**config.mk**
```make
export PLATFORM = sky130hd
export DESIGN_NAME = hex_sr_ctrl
export DESIGN_NICKNAME = d
export VERILOG_FILES = /design/src/rtl/hex_sr_ctrl.sv
export SDC_FILE = /design/constraint.sdc
export NUM_CORES = 1
export LEC_CHECK = 0
export BUFFER_PORTS_ARGS = -buffer_cell sky130_fd_sc_hd__clkbuf_2
export CAP_MARGIN = 0
export CORE_MARGIN = 10
export CORE_UTILIZATION = 51
export CTS_CLUSTER_DIAMETER = 40
export CTS_CLUSTER_SIZE = 30
export DETAILED_ROUTE_END_ITERATION = 7
export HOLD_SLACK_MARGIN = 0.12
export PLACE_DENSITY = 0.78
export SYNTH_ARGS = -nofsm -noshare
export SYNTH_HDL_FRONTEND = slang
export SYNTH_SLANG_ARGS = --single-unit
```
**constraint.sdc**
```tcl
create_clock -name clk -period 3.7 [get_ports clk]
set_input_delay 0 -clock clk [delete_from_list [all_inputs] [get_ports clk]]
set_output_delay 0 -clock clk [all_outputs]
set_load 0.01 [all_outputs]
```
**src/rtl/hex_sr_ctrl.sv**
```systemverilog
// Slot-addressed access controller for a recirculating 6-bit hex shift register.
// Tracks the slot at the register head and serves READ, WRITE and CLEAR commands.
module hex_sr_ctrl #(
  parameter int LENGTH = 62,
  parameter int ADDR_W = 6
) (
  input  logic              clk,
  input  logic              rst,
  input  logic              cmd_valid,
  output logic              cmd_ready,
  input  logic [1:0]        cmd_op,
  input  logic [ADDR_W-1:0] cmd_addr,
  input  logic [5:0]        cmd_wdata,
  output logic              rsp_valid,
  output logic [5:0]        rsp_rdata,
  output logic              rsp_err,
  output logic              sr_recirc,
  output logic [5:0]        sr_din,
  input  logic [5:0]        sr_dout,
  output logic [ADDR_W-1:0] pos
);

  localparam logic [1:0] IDLE = 2'd0;
  localparam logic [1:0] WAIT = 2'd1;
  localparam logic [1:0] CLR  = 2'd2;
  localparam logic [1:0] RESP = 2'd3;

  localparam logic [1:0] OP_NOP   = 2'd0;
  localparam logic [1:0] OP_READ  = 2'd1;
  localparam logic [1:0] OP_WRITE = 2'd2;
  localparam logic [1:0] OP_CLEAR = 2'd3;

  localparam logic [ADDR_W-1:0] LAST    = ADDR_W'(LENGTH - 1);
  // One bit wider so LENGTH == 2**ADDR_W still compares correctly.
  localparam logic [ADDR_W:0]   LEN_EXT = (ADDR_W + 1)'(LENGTH);

  logic [1:0]        state;
  logic [1:0]        op_q;
  logic [ADDR_W-1:0] addr_q;
  logic [5:0]        wdata_q;
  logic [ADDR_W-1:0] clr_cnt;
  logic              accept;
  logic              addr_ok;
  logic              hit;

  assign cmd_ready = (state == IDLE);
  assign accept    = cmd_valid & cmd_ready;
  assign addr_ok   = ({1'b0, cmd_addr} < LEN_EXT);
  assign hit       = (state == WAIT) && (pos == addr_q);
  assign rsp_valid = (state == RESP);

  // Loads happen only in the write access cycle and throughout CLR; reset forces rotation.
  always_comb begin
    sr_recirc = 1'b1;
    sr_din    = 6'd0;
    if (!rst) begin
      if (state == CLR) begin
        sr_recirc = 1'b0;
      end else if (hit && (op_q == OP_WRITE)) begin
        sr_recirc = 1'b0;
        sr_din    = wdata_q;
      end
    end
  end

  // The register shifts every clock, so the head slot index never stalls.
  always_ff @(posedge clk) begin
    if (rst) begin
      pos <= '0;
    end else if (pos == LAST) begin
      pos <= '0;
    end else begin
      pos <= pos + 1'b1;
    end
  end

  always_ff @(posedge clk) begin
    if (rst) begin
      state     <= IDLE;
      op_q      <= OP_NOP;
      addr_q    <= '0;
      wdata_q   <= 6'd0;
      clr_cnt   <= '0;
      rsp_rdata <= 6'd0;
      rsp_err   <= 1'b0;
    end else begin
      case (state)
        IDLE: begin
          if (accept) begin
            op_q      <= cmd_op;
            addr_q    <= cmd_addr;
            wdata_q   <= cmd_wdata;
            clr_cnt   <= '0;
            rsp_rdata <= 6'd0;
            rsp_err   <= 1'b0;
            case (cmd_op)
              OP_READ, OP_WRITE: begin
                if (addr_ok) begin
                  state <= WAIT;
                end else begin
                  rsp_err <= 1'b1;
                  state   <= RESP;
                end
              end
              OP_CLEAR: state <= CLR;
              default:  state <= RESP;
            endcase
          end
        end
        WAIT: begin
          if (pos == addr_q) begin
            if (op_q == OP_READ) begin
              rsp_rdata <= sr_dout;
            end
            state <= RESP;
          end
        end
        CLR: begin
          if (clr_cnt == LAST) begin
            state <= RESP;
          end else begin
            clr_cnt <= clr_cnt + 1'b1;
          end
        end
        RESP: begin
          rsp_rdata <= 6'd0;
          rsp_err   <= 1'b0;
          state     <= IDLE;
        end
        default: state <= IDLE;
      endcase
    end
  end

endmodule

```
# Yosys cells after proc, flatten, opt, wreduce, memory -nomap -nowiden
# Index checks and enable logic that the tools add are counted.
[totals]
mem_bits_ro = 0
n_memories = 0
latchBits = 0
elab_cells = 63
ram_bits = 0
reg_bits = 35
[classes]
muxes = 22
n_lt_le_gt_ge = 1
n_addsub = 2
mul = 0
eq_ne = 16
n_reduce_logical = 13
div_mod_pow = 0
n_shift = 0
bitwise = 1
[ops]
columns = ["cell", "count"]
rows = [
  ["$mux W6", 7],
  ["$pmux W6 S3", 1],
  ["$add A6 B1 Y6 const B", 2],
  ["$eq A6 B6 Y1 const B", 2],
  ["$pmux W6 S2", 1],
  ["$eq A2 B2 Y1 const B", 5],
  ["$mux W2", 4],
  ["$ne A2 B1 Y1 const B", 4],
  ["$pmux W2 S4", 1],
  ["$eq A2 B1 Y1 const B", 3],
  ["$eq A6 B6 Y1", 1],
  ["$lt A6 B6 Y1 const B", 1],
  ["$mux W1", 6],
  ["$reduce_and A3 Y1", 2],
  ["$pmux W2 S2", 1],
  ["$reduce_and A2 Y1", 2],
  ["$reduce_and A4 Y1", 1],
  ["$reduce_bool A2 Y1", 2],
  ["$reduce_or A2 Y1", 2],
  ["$reduce_bool A3 Y1", 1],
  ["$logic_and A1 B1 Y1", 2],
  ["$logic_not A2 Y1", 1],
  ["$ne A2 B2 Y1 const B", 1],
  ["$pmux W1 S2", 1],
  ["$and A1 B1 Y1", 1],
]

# Logic depth before layout (Yosys ltp)
# Gate-level depths: netlist (run 1).
[depth]
ltp_word = 6
depth_mapped = 8

# Least setup slack after synthesis (run 1)
# No wires, ideal clock.
[synth_path]
kind = "register to register"
startpoint = "register state[0]"
endpoint = "register state[0]"
n_path_buf = 1
required_time_ns = 3.613
arrival_time_ns = 1.775
synth_period_minus_slack_ns = 1.862
setup_slack_ns = 1.838
stages_incl_launch_ff = 9
setup_time_ns = 0.087
cell_sequence = "dfxtp_1 -> inv_1 -> ha_1 -> buf_2 -> nand2b_1 -> nor2b_1 -> a31oi_2 -> or4_1 -> o31ai_1"
[synth_between]
elab_chain_cells = 4
elab_cells_between_ends = 10
[synth_lines]
columns = ["element", "line", "source"]
rows = [
  ["from (decl)", "37", "logic [1:0] state;"],
  ["from (signal assigned)", "79", "state <= IDLE;"],
  ["from (signal assigned)", "99", "state <= WAIT;"],
  ["from (signal assigned)", "102", "state <= RESP;"],
  ["$logic_not A2 Y1 *", "46", "assign cmd_ready = (state == IDLE);"],
  ["named net cmd_ready", "10", "output logic cmd_ready,"],
  ["$and A1 B1 Y1", "47", "assign accept = cmd_valid & cmd_ready;"],
  ["$ne A2 B1 Y1 (no line)", "n/a", ""],
  ["$reduce_and A3 Y1 (no line)", "n/a", ""],
]
# Mark *: on every way through the listed nets, which the timed path passes. The rest lies on a longest branch.
# A chain may end at the register's enable or synchronous reset.

# Worst setup path in the final report (run 1)
[layout_path]
startpoint = "register pos[2]"
endpoint = "output port sr_din[1]"
[layout_between]
elab_chain_cells = 6
[layout_lines]
columns = ["element", "line", "source"]
rows = [
  ["from (decl)", "20", "output logic [ADDR_W-1:0] pos"],
  ["from (signal assigned)", "73", "pos <= pos + 1'b1;"],
  ["$eq A6 B6 Y1", "49", "assign hit = (state == WAIT) && (pos == addr_q);"],
  ["$logic_and A1 B1 Y1", "49", ""],
  ["$logic_and A1 B1 Y1", "59", "end else if (hit && (op_q == OP_WRITE)) begin"],
  ["$mux W6", "59", ""],
  ["$mux W6", "57", "if (state == CLR) begin"],
  ["$mux W6", "56", "if (!rst) begin"],
  ["to (decl)", "18", "output logic [5:0] sr_din,"],
]
# Every way passes these cells.

==> results of run 1 <==
==> cells in the mapped netlist <==
cell type and instances:
dfxtp_1 35, nand2_1 34, a21oi_1 22, nor2_1 16, xor2_1 13, ha_1 11
nand4_1 11, inv_1 8, o21ai_0 8, and2_1 7, clkbuf_1 5, nand2b_1 4
a31oi_1 3, nand3_1 3, a21o_1 2, a31o_2 2, and3_1 2, buf_1 2
nor2b_1 2, o31ai_1 2, or4_1 2, a31oi_2 1, a41oi_1 1, buf_2 1
mux2i_1 1, nand3b_1 1, nor3_1 1, nor4_1 1, nor4_4 1, o211ai_1 1
xnor2_1 1
==> layer usage <==
metal / wire [µm] / vias to the layer above
li1: - / 824
met5: 0 / -
met2: 1910 / 38
met4: 65 / 0
met3: 283 / 7
met1: 1890 / 720
==> worst max-delay path, stage by stage (launching register included) <==
cell	delay (ps)
dfxtp_1	450
xor2_1	140
nor4_4	330
nand4_1	160
nor3_1	570
and2_1	230
clkbuf_2	130
==> cell type report <==
class	instances	area [µm²]
multi-input cells	153	936
fillers	280	917
flip-flops and latches	35	701
repair buffers	64	420
clock buffers	8	68.8
well taps	44	55.1
inverters	8	30.0
==> flip-flops by register name, indices dropped and copies added, names as in the netlist <==
name	count
addr_q	6
clr_cnt	6
op_q	2
pos	6
rsp_err	1
rsp_rdata	6
state	2
wdata_q	6
==> logic make-up (layout without fill, tap and decap cells) <==
group,count (synthesis),count (layout)
multiplexers,1,1
XOR/XNOR,14,14
buffers and inverters,16,80
AND/OR/NAND/NOR,85,85
flip-flops,35,35
AO/OA/AOI/OAI,42,42
adder cells (fa/ha/maj),11,11
==> cells in the final DEF, fill, tap and decap left out, types with 11 or more instances in the layout <==
cell type	instances
nand4_1	11
dlygate4sd3_1	20
nor2_1	16
nand2_1	34
xor2_1	13
a21oi_1	22
clkbuf_2	44
ha_1	11
dfxtp_1	35
==> per-stage QoR <==
step / worst slack [ps] / instance area (µm²)
final: 1350 / 2210
after global routing: 1100 / 2210
after CTS: 1330 / 2210
after detailed placement: 1720 / 1940
after global placement: 1760 / 1940
after floorplan: 1840 / 1700
==> what timing repair did <==
item | 4_1_cts | 5_1_grt
endpoints found under the hold margin | 21 | 0
hold buffers | 20 | 0
resized for setup | 0 | 0
==> power groups by stage <==
stage	Clock (µW)	Sequential (µW)	Combinational (µW)
after floorplan	0	467	341
after global placement	0	467	442
after detailed placement	0	469	448
after CTS	239	461	467
after global routing	262	469	524
final	239	461	466
==> path summary, 6_finish.rpt <==
| check | cells after the start | endpoint | from | slack (ps) |
|---|---|---|---|---|
| worst min register to register | 2 | wdata_q[2] | wdata_q[2] | 450 |
| worst max-delay path | 6 | sr_din[1] | pos[2] | 1350 |
| worst max register to register | 7 | state[0] | state[0] | 1720 |
| worst min-delay path | 2 | rsp_err | rst | 250 |
==> impl_metrics.json, run 1 <==
{
  "arrival_ps": 2350,
  "maxCapViolCount": 0,
  "n_antenna_cell": 0,
  "route.detailed.drc": 0,
  "via_count": 1589,
  "critPathKind": "reg -> out",
  "critPathCaptureType": "primary output",
  "hold_violations": 0,
  "synth_warnings": 0,
  "slew_violations": 0,
  "fin_cells": 312,
  "cp.required_ps": 3700,
  "rows": 20,
  "synthesis.area_um2": 1700,
  "power_switching_uw": 456,
  "grt_max_degree": 32,
  "setup_viol": 0,
  "status": "finished clean",
  "clk_pin_slew_ps": 100,
  "clock_latency_ps": 340,
  "postSynthCellCount": 204,
  "hold_class": "in -> reg",
  "syn_area_per_cell_um2": 8.32,
  "htreeDepth": 2,
  "synth_compound_area_frac": 0.144,
  "fin_skew_ps": 4.80,
  "synth_top_area_share": 0.413,
  "gp_congestion": 0.848,
  "report.power.total_uw": 1170,
  "period_minus_slack_ps": 2350,
  "finalCritPeriodShare": 0.636,
  "gr-total-overflow": 0,
  "final_net_count": 301,
  "grt_use_total": 0.136,
  "grt_pass1_wl_mm": 6.85,
  "dp_cells": 284,
  "worstPathMaxFanout": 6,
  "clk_path_buf_depth": 2,
  "io_pins": 45,
  "wl_per_cell_um": 13.3,
  "grt_pass1_vias": 1456,
  "synth.largest_area_cell": "dfxtp_1",
  "synthAdderAreaFrac": 0.0811,
  "root_buffer": "clkbuf_4",
  "dpl.hpwl_mm": 2.86,
  "chipWidth_um": 77.7,
  "worst_slew_pin_slew_ps": 698,
  "met3_usage": 0.0530,
  "rsz0062_at_grt": "no",
  "start_util": 0.543,
  "synth_mux_area_frac": 0.00590,
  "postCtsSetupBuffers": 0,
  "synth_seq_cells": 35,
  "synthTopCellsByArea": "dfxtp_1 41%, ha_1 8.1%, nand2_1 7.5%",
  "fmax_mhz": 425,
  "clockPowerShare": 0.205,
  "powerDensity_nw_per_um2": 527,
  "die_h_um": 77.7,
  "swShare": 0.391,
  "cts_sinks": 35,
  "vdd_drop_max_uv": 248,
  "dr.pass1.iters": 4,
  "pwr-share-comb": 0.400,
  "die-area_um2": 6040,
  "drive_above_1_share": 0.205,
  "ys_seq_area_frac": 0.413,
  "synth_nets": 238,
  "final_util": 0.707,
  "synth_top_family_by_area": "simple AND/OR/NAND/NOR gates",
  "cts_buffers": 5,
  "antenna_found_initial": 0,
  "port_buffers": 44,
  "p_int_uw": 710,
  "power_frac_seq": 0.395,
  "vias_per_cell": 5.09,
  "yosysUniqueCellTypes": 31,
  "synth_xor_area_frac": 0.0722,
  "wirelength_mm": 4.15,
  "startpoint_type": "flip-flop",
  "leakage_uw": 0.000995,
  "cts_tree": "yes",
  "synthToLayoutAreaGrowth_pct": 30.2,
  "dr.first_iter.drc_count": 71,
  "setup_tns_ps": 0,
  "use_met1": 0.168,
  "postRouteAntennaNets": 0,
  "coreArea_um2": 3130,
  "grt_use_met2": 0.206,
  "busiest_layer": "met2",
  "slew_headroom": 0.531,
  "hold_ws_ps": 252,
  "synth-simple-area-share": 0.248
}
(Power assumes the default switching activity.)
==> inputs of run 2 (changes only) <==
ABC_AREA = 1   (was default)
CORE_UTILIZATION = 48   (was 51)
PLACE_DENSITY = 0.76   (was 0.78)
clock period = 2 ns   (was 3.7 ns; I/O delays follow)
==> impl_metrics.json, run 2 <==
{
  "worstPathMaxFanout": 8,
  "grt_use_total": 0.140,
  "met3_usage": 0.0302,
  "antenna_found_initial": 0,
  "hold_violations": 0,
  "use_met1": 0.163,
  "leakage_uw": 0.00118,
  "gr-total-overflow": 0,
  "io_pins": 45,
  "maxCapViolCount": 0,
  "finalCritPeriodShare": 0.892,
  "dpl.hpwl_mm": 3.27,
  "layout_commonest_cell": "nand2_1",
  "synth-simple-area-share": 0.305,
  "via_count": 1805,
  "postRouteAntennaNets": 0,
  "period_minus_slack_ps": 1780,
  "synthFlopType": "dfxtp_1",
  "powerDensity_nw_per_um2": 1060,
  "dr.first_iter.drc_count": 108,
  "grt_pass1_vias": 1756,
  "grt_max_degree": 21,
  "synth_xor_area_frac": 0.0188,
  "setup_tns_ps": 0,
  "start_util": 0.503,
  "synthAdderAreaFrac": 0.0737,
  "grt_use_met2": 0.242,
  "wirelength_mm": 4.50,
  "critPathKind": "reg -> out",
  "synth_nets": 308,
  "clock_latency_ps": 280,
  "cts_tree": "yes",
  "fin_ws_ps": 215,
  "startpoint_type": "flip-flop",
  "report.power.total_uw": 2570,
  "synth.largest_area_cell": "dfxtp_1",
  "syn_area_per_cell_um2": 6.82,
  "synth_common_cells": "68 x nand2_1, 50 x nor2_1, 35 x dfxtp_1",
  "vias_per_cell": 4.63,
  "mostFrequentLayoutCells": "68 x nand2_1, 50 x nor2_1, 44 x clkbuf_2",
  "gp_congestion": 0.823,
  "synthArstFlopShare": 0,
  "vdd_drop_max_uv": 775,
  "clk_path_buf_depth": 2,
  "slew_violations": 0,
  "cp.required_ps": 2000,
  "dr.pass1.iters": 4,
  "dp_cells": 361,
  "die_h_um": 82.4,
  "port_buffers": 44,
  "clk_pin_slew_ps": 70,
  "worstPathBufferInverterCount": 3,
  "synth-edff-count": 0,
  "synth_mux_area_frac": 0,
  "cts_buffers": 5,
  "max_stage_delay_ps": 370,
  "setup_viol": 0,
  "htreeDepth": 2,
  "fin_cells": 390,
  "synth_warnings": 0,
  "n_antenna_cell": 0,
  "synthTopCellsByArea": "dfxtp_1 38%, nand2_1 14%, nor2_1 10%",
  "synth_top_family_by_area": "simple AND/OR/NAND/NOR gates",
  "fin_skew_ps": 4.98,
  "hold_class": "in -> reg",
  "yosysUniqueCellTypes": 31,
  "slew_headroom": 0.646,
  "critPathCaptureType": "primary output",
  "synthesis.area_um2": 1870,
  "busiest_layer": "met2",
  "die-area_um2": 6790,
  "pre_cts_ws_ps": 383,
  "chipWidth_um": 82.4,
  "cts_sinks": 35,
  "rsz0062_at_grt": "no",
  "arrival_ps": 1780,
  "wl_per_cell_um": 11.5,
  "route.detailed.drc": 0,
  "critical_path.cell_chain": "inv_1, ha_1, inv_1, nor2_1, nand2_1, nand2_1, nand2_1, clkbuf_2",
  "final_net_count": 375,
  "postCtsSetupBuffers": 0,
  "critPathTopFamily": "simple AND/OR/NAND/NOR gates",
  "ys_seq_area_frac": 0.375,
  "synth_seq_cells": 35,
  "cp_common_cell": "nand2_1",
  "synth_top_area_share": 0.375,
  "worst_slew_pin_slew_ps": 530,
  "root_buffer": "clkbuf_8",
  "fmax_mhz": 560,
  "postSynthCellCount": 274,
  "synth_compound_area_frac": 0.128,
  "synthToLayoutAreaGrowth_pct": 29.5,
  "yosysMostFrequentCell": "nand2_1",
  "grt_pass1_wl_mm": 7.65,
  "status": "finished clean",
  "coreArea_um2": 3720,
  "drive_above_1_share": 0.184,
  "rows": 22,
  "slowest_stage": "ha_1"
}
## run 2: cell count changes in the layout (fill, tap and decap cells not counted), sizes merged, moves of 4 or more
cell / change
nor2: +36
nand2b: -4
xor2: -10
inv: +23
o21ai: +11
nand4: -11
nand3: +10
nand2: +36
and2: -7
## run 2: power by group
part           total [µW]  switching (µW)  internal (µW)
logic                1050             646            404
registers             952            98.5            853
clock network         568             255            313
## run 2: timing repair
item / in CTS / in global routing
endpoints found under the hold margin: 25 / 0
resized for setup: 0 / 0
hold buffers: 21 / 0
## run 2: metrics by stage
| step | utilization | area [µm²] | hold WS [ps] |
|---|---|---|---|
| floorplan | - | 1870 | 69.1 |
| global placement | 0.566 | 2100 | 260 |
| detailed placement | 0.566 | 2100 | 258 |
| CTS | 0.651 | 2420 | 237 |
| global route | 0.651 | 2420 | 272 |
| finish | 0.651 | 2420 | 239 |
## run 2: final cells by class
class / count / area (µm²)
inverters: 32 / 120
clock inverters: 1 / 7.51
repair buffers: 68 / 453
well taps: 48 / 60.1
fillers: 357 / 1300
multi-input cells: 199 / 981
flip-flops and latches: 35 / 701
clock buffers: 7 / 96.3
## run 2: worst min-delay path, stage by stage
cell	delay, ps
clkbuf_2	90
nand2_1	80
buf_4	220
a21oi_1	90
## run 2: cell families after synthesis
| family | after synthesis |
|---|---|
| xor+xnor | 4 |
| fa+ha+maj | 11 |
| buf+inv | 40 |
| simple gates | 139 |
| compound gates | 45 |
| flops | 35 |
## run 2: final timing paths
| kind | startpoint | endpoint | slack (ps) | cells past startpoint |
|---|---|---|---|---|
| setup / recovery | state[1] | sr_recirc | 220 | 8 |
| hold / removal | cmd_valid | op_q[1] | 240 | 4 |
| setup reg to reg | state[1] | rsp_rdata[2] | 350 | 9 |
| hold reg to reg | addr_q[4] | addr_q[4] | 490 | 2 |
## run 2: metal layers
layer | part of all wire | vias to the layer above | wire length, µm
li1 | - | 990 | -
met1 | 0.46 | 778 | 2050
met2 | 0.48 | 32 | 2160
met3 | 0.050 | 5 | 227
met4 | 0.013 | 0 | 57
met5 | 0 | - | 0
